File: src/rtl/counter_seq_ctrl_if.sv
// Control/status bundle between the sequencer, its controller and the counter.
// slave: sequencer side; master: controller plus counter feedback side.
interface counter_seq_ctrl_if #(
  parameter int WIDTH = 8
);
  logic             start;
  logic             stop;
  logic             sel;
  logic [WIDTH-1:0] limit;
  logic [WIDTH-1:0] cnt_q;
  logic             cnt_clr;
  logic             cnt_en;
  logic             busy;
  logic             done;
  logic [WIDTH-1:0] rounds;

  modport master (
    output start, stop, sel, limit, cnt_q,
    input  cnt_clr, cnt_en, busy, done, rounds
  );

  modport slave (
    input  start, stop, sel, limit, cnt_q,
    output cnt_clr, cnt_en, busy, done, rounds
  );
endinterface

File: src/rtl/counter_seq_ctrl.sv
// Counter sequencer: clear, enable for limit cycles, flag done, reload.
// Ports: clk, reset (async, active-high), bus (slave: start/stop/sel/limit/cnt_q in; cnt_clr/cnt_en/busy/done/rounds out).
module counter_seq_ctrl #(
  parameter int WIDTH = 8
) (
  input logic               clk,
  input logic               reset,
  counter_seq_ctrl_if.slave bus
);
  typedef enum logic [1:0] {
    IDLE,
    CLEAR,
    RUN,
    DONE
  } state_e;

  state_e           state_q, state_d;
  logic [WIDTH-1:0] lim_q, lim_d;
  logic [WIDTH-1:0] rounds_q, rounds_d;
  logic [WIDTH-1:0] lim_m1;
  logic             clr_q, clr_d;
  logic             en_q, en_d;
  logic             busy_q, busy_d;
  logic             done_q, done_d;

  assign lim_m1 = lim_q - WIDTH'(1);

  always_comb begin
    state_d  = state_q;
    lim_d    = lim_q;
    rounds_d = rounds_q;
    unique case (state_q)
      IDLE: begin
        if (bus.start && !bus.stop) begin
          state_d  = CLEAR;
          lim_d    = bus.limit;
          rounds_d = '0;
        end
      end
      CLEAR: begin
        if (bus.stop)
          state_d = IDLE;
        else if (lim_q == '0)
          state_d = DONE;
        else
          state_d = RUN;
      end
      RUN: begin
        if (bus.stop)
          state_d = IDLE;
        else if (bus.cnt_q == lim_m1)
          state_d = DONE;
      end
      DONE: begin
        if (bus.stop || !bus.sel)
          state_d = IDLE;
        else
          state_d = CLEAR;
      end
      default: state_d = IDLE;
    endcase
    // Count the run as it enters DONE so rounds agrees with the done pulse.
    if (state_d == DONE)
      rounds_d = rounds_q + WIDTH'(1);
  end

  // Outputs decoded from the next state so they line up with their state.
  always_comb begin
    clr_d  = 1'b0;
    en_d   = 1'b0;
    done_d = 1'b0;
    busy_d = (state_d != IDLE);
    unique case (1'b1)
      (state_d == CLEAR): clr_d  = 1'b1;
      (state_d == RUN):   en_d   = 1'b1;
      (state_d == DONE):  done_d = 1'b1;
      default: ;
    endcase
  end

  always_ff @(posedge clk or posedge reset) begin
    if (reset) begin
      state_q  <= IDLE;
      lim_q    <= '0;
      rounds_q <= '0;
      clr_q    <= 1'b0;
      en_q     <= 1'b0;
      busy_q   <= 1'b0;
      done_q   <= 1'b0;
    end else begin
      state_q  <= state_d;
      lim_q    <= lim_d;
      rounds_q <= rounds_d;
      clr_q    <= clr_d;
      en_q     <= en_d;
      busy_q   <= busy_d;
      done_q   <= done_d;
    end
  end

  assign bus.cnt_clr = clr_q;
  assign bus.cnt_en  = en_q;
  assign bus.busy    = busy_q;
  assign bus.done    = done_q;
  assign bus.rounds  = rounds_q;
endmodule

File: src/flat_wrapper.sv
// flat-port wrapper written by rule: the top's interface ports become plain ports
module counter_seq_ctrl_flat 
#(
  parameter int WIDTH = 8
)
  (clk, reset, bus_start, bus_stop, bus_sel, bus_limit, bus_cnt_q, bus_cnt_clr, bus_cnt_en, bus_busy, bus_done, bus_rounds);
  counter_seq_ctrl_if #(.WIDTH(WIDTH)) bus_i ();
  input logic clk;
  input logic reset;
  input wire logic [$bits(bus_i.start)-1:0] bus_start;
  input wire logic [$bits(bus_i.stop)-1:0] bus_stop;
  input wire logic [$bits(bus_i.sel)-1:0] bus_sel;
  input wire logic [$bits(bus_i.limit)-1:0] bus_limit;
  input wire logic [$bits(bus_i.cnt_q)-1:0] bus_cnt_q;
  output wire logic [$bits(bus_i.cnt_clr)-1:0] bus_cnt_clr;
  output wire logic [$bits(bus_i.cnt_en)-1:0] bus_cnt_en;
  output wire logic [$bits(bus_i.busy)-1:0] bus_busy;
  output wire logic [$bits(bus_i.done)-1:0] bus_done;
  output wire logic [$bits(bus_i.rounds)-1:0] bus_rounds;
  assign bus_i.start = bus_start;
  assign bus_i.stop = bus_stop;
  assign bus_i.sel = bus_sel;
  assign bus_i.limit = bus_limit;
  assign bus_i.cnt_q = bus_cnt_q;
  assign bus_cnt_clr = bus_i.cnt_clr;
  assign bus_cnt_en = bus_i.cnt_en;
  assign bus_busy = bus_i.busy;
  assign bus_done = bus_i.done;
  assign bus_rounds = bus_i.rounds;
  counter_seq_ctrl #(.WIDTH(WIDTH)) u_core (.clk(clk), .reset(reset), .bus(bus_i));
endmodule
File: config.mk
export PLATFORM = sky130hd
export DESIGN_NAME = counter_seq_ctrl_flat
export DESIGN_NICKNAME = d
export VERILOG_FILES = /design/src/rtl/counter_seq_ctrl_if.sv /design/src/rtl/counter_seq_ctrl.sv /design/src/flat_wrapper.sv
export SDC_FILE = /design/constraint.sdc
export NUM_CORES = 1
export LEC_CHECK = 0
export CAP_MARGIN = 20
export CORE_AREA = 2 2 55 57
export CTS_CLUSTER_DIAMETER = 30
export CTS_CLUSTER_SIZE = 10
export DETAILED_ROUTE_END_ITERATION = 6
export DIE_AREA = 0 0 57 59
export GPL_TIMING_DRIVEN = 0
export MAX_ROUTING_LAYER = met4
export PLACE_DENSITY = 0.86
export SETUP_SLACK_MARGIN = 0.15
export SLEW_MARGIN = 20
export SYNTH_ARGS = -nofsm -noshare
export SYNTH_HDL_FRONTEND = slang
export SYNTH_SLANG_ARGS = --single-unit
File: constraint.sdc
create_clock -name clk -period 4.6 [get_ports clk]
set_clock_uncertainty 0.05 [all_clocks]
set_input_delay 1.38 -clock clk [delete_from_list [all_inputs] [get_ports clk]]
set_output_delay 1.38 -clock clk [all_outputs]
set_load 0.1 [all_outputs]
==> impl_results.md <==
* Largest cells by area after synthesis: dfrtp_1 42%, nand2_1 8.0%, xnor2_1 5.3%
* Hold path cells at 2
* Slew of the pin with the lowest slew margin at approximately 0.97 ns
* TNS Setup at 0 ns
* Fillers at around 240
* Layout cells sized above 1 at 0.0500
* Commonest non-fill, non-tap cell in the layout: clkdlybuf4s50_1
* CP max FO at 7
* Dpl hpwl at about 2300 um
* Die H at around 59 um
* Synth Register Bits at 22
* Ports at 33
* RSZ-0062 raised after global routing: no
* Worst path max stage delay at between 1 and 1.5 ns
* CP cell instances: clkdlybuf4s50_1
* Setup Viol. Count Final at 0
* CP Capture Type: output port
* WL per Instance at between 10 and 15 um
* CTS hold repair buffers at 0
* RePlAce Congestion at 0.797
* Post-route ant nets at 0
* WS Path Type: reg -> out
* Reg2reg path depth at 9
* Critical Path Stages at 1
* Gr usage total at 0.199
* Pleak at 0.718 nW
* WP data arrival at just under 2 ns
* Wire length on met1 at 1190 um
* Vias per cell at around 5.7
* Post-Synthesis Cells at 145
* Nets at slightly above 200
* Avg Cell Area, Syn at 9.05 um2
* Relative slew slack at 0.350
* Detailed Route WL at approximately 3000 um
* Initial Utilization at 0.484
* Cell Rows at 19
* Number of placed cells counting well taps at slightly above 200
* Clock buffer depth at 2
* Most frequent cells in the layout: 31 x clkdlybuf4s50_1, 28 x nand2_1, 22 x dfrtp_1
* Antenna cell count at 0
* DRC at 0
* Synthesis Warnings at 0
* Die width at 57 um
* Num CTS Buffers at 3
* HP Class: reg -> reg
* Worst IR Drop VDD at ~0.29 mV
* Cell family with most CP delay: buffers and inverters
* Met3 Wirelength at 148 um
* H-tree lvl count at 1
* Via Count at 1200
* Die area at 3360 um2
* Largest net degree at the start of global routing at 23
* Number of synthesized flops with an enable pin at 0
* Mapped cell area at between 1000 and 1500 um2
* Slowest-stage cell, CP: clkdlybuf4s50_1
* Final min period at 3.40 ns
* Post-synth top area share at 0.419
* Top_reg_cell synth: dfrtp_1
* Final Hold Fails at 0
* CORE AREA at between 2000 and 3000 um2
* Pre-Repair DR Iteration Count at 4
* Port-buffer cells at 31
* CP required at around 3.2 ns
* Top Metal Used: met4
* Final Cycle Share at 0.738
* Max-slew violations at 0
* Syn nets at ~170
* Number of max-cap violations at 0
* Metal2 WL at about 1500 um
* Max Fclk at 294 MHz
* Reg clk slew, reported paths at ~0.12 ns
* Vias in the first global route at approximately 1200
* Post-synth top area cell: dfrtp_1
* Async SR Flop Fraction at 1.00
* Run status: finished clean
* Netlist cell types at 34
* Cts repair resizes at 0
* Pwr dens at approximately 400 nW/um2
* Critical path startpoint category: flop
* CTS tree: yes
* Clk sink count at 22
* First-pass GRT wire length at 5060 um
* Clk_lat worst skew at approximately 0.31 ns
* Seq/Total Area, Yosys at 0.419
* Remaining Overflow, GRT at 0
* Antenna violations before repair at 0
* Clock root cell: clkbuf_4
* Buf/Inv on CP at 1
* Area growth syn-to-layout at 29.4%
* Starting DRC count in detailed routing at 37
* Post-CTS Setup Bufs at 0
* Final cell count without fillers at around 210
## through the flow
stage                     setup slack, ns  area [um2]  utilization  hold WS, ns  power (mW)
final                                1.20        1700        0.627        0.524       0.683
after global routing                 1.06        1700        0.627        0.563       0.728
after CTS                            1.20        1700        0.627        0.532       0.684
after detailed placement            0.897        1660        0.613        0.507       0.576
after global placement              0.960        1660        0.613        0.478       0.562
after floorplan                      1.62        1310            -        0.457       0.496
## final timing paths
| kind | from | endpoint | slack, ns |
|---|---|---|---|
| min in group asynchronous | reset | u_core.bus.rounds[5]$_DFFE_PP0P_ | 1.47 |
| min reg2reg | u_core.bus.rounds[7]$_DFFE_PP0P_ | u_core.bus.rounds[7]$_DFFE_PP0P_ | 0.52 |
| max in group asynchronous | reset | u_core.lim_q[6]$_DFFE_PP0P_ | 2.51 |
| max | u_core.bus.rounds[0]$_DFFE_PP0P_ | bus_rounds[0] | 1.20 |
| min | u_core.bus.rounds[7]$_DFFE_PP0P_ | u_core.bus.rounds[7]$_DFFE_PP0P_ | 0.52 |
| max reg2reg | u_core.lim_q[0]$_DFFE_PP0P_ | u_core.bus.rounds[6]$_DFFE_PP0P_ | 2.03 |
## state kept, by name, indices dropped and copies added, names as in the netlist
| name | count |
|---|---|
| u_core.state_q | 2 |
| u_core.bus.rounds | 8 |
| u_core.bus.cnt_clr | 1 |
| u_core.bus.done | 1 |
| u_core.lim_q | 8 |
| u_core.bus.busy | 1 |
| u_core.bus.cnt_en | 1 |
## worst reg2reg max path, stage by stage (launching register included)
cell	delay, ns
dfrtp_1	0.42
inv_1	0.08
ha_1	0.27
o21ba_1	0.19
a221oi_1	0.28
a41oi_1	0.13
a2111oi_4	0.55
o21a_1	0.21
buf_6	0.14
mux2i_1	0.19
## per-layer routing
layer	GRT usage	up-vias
met3	0.0284	8
met2	0.346	49
met4	0.0997	0
met5	-	-
li1	-	576
met1	0.224	567
## report_power, final
group	total (mW)	internal, mW	switching [mW]	leakage [nW]
clock	0.108	0.0483	0.0600	0.0210
combinational	0.304	0.111	0.192	0.407
sequential	0.271	0.228	0.0427	0.290
## cell type report
class / count / area (um2) / area share
Timing Repair Buffer: 31 / 310 / 0.183
Buffer: 5 / 26.3 / 0.0155
Clock buffer: 4 / 36.3 / 0.0214
Tap cell: 31 / 38.8 / 0.0228
Multi-Input combinational cell: 110 / 706 / 0.416
Inverter: 8 / 30.0 / 0.0177
Sequential cell: 22 / 551 / 0.324
## cell usage after synthesis (3+ instances only)
cell type  instances
clkbuf_1           4
dfrtp_1           22
inv_1              7
mux2i_1            4
nand2_1           28
nand3_1            6
nand4_1            3
nor2_1            12
nor2b_1            4
nor3_1             6
o221ai_1           4
o31ai_1            5
xnor2_1            8
xor2_1             5
## kinds of logic after synthesis
logic type,share of synthesized area
compound gates,0.154
xor+xnor,0.0867
buf+inv,0.0429
simple gates,0.247
mux,0.0305
flops,0.419
fa+ha+maj,0.0191
No activity file was read; power rests on OpenSTA's default activity.
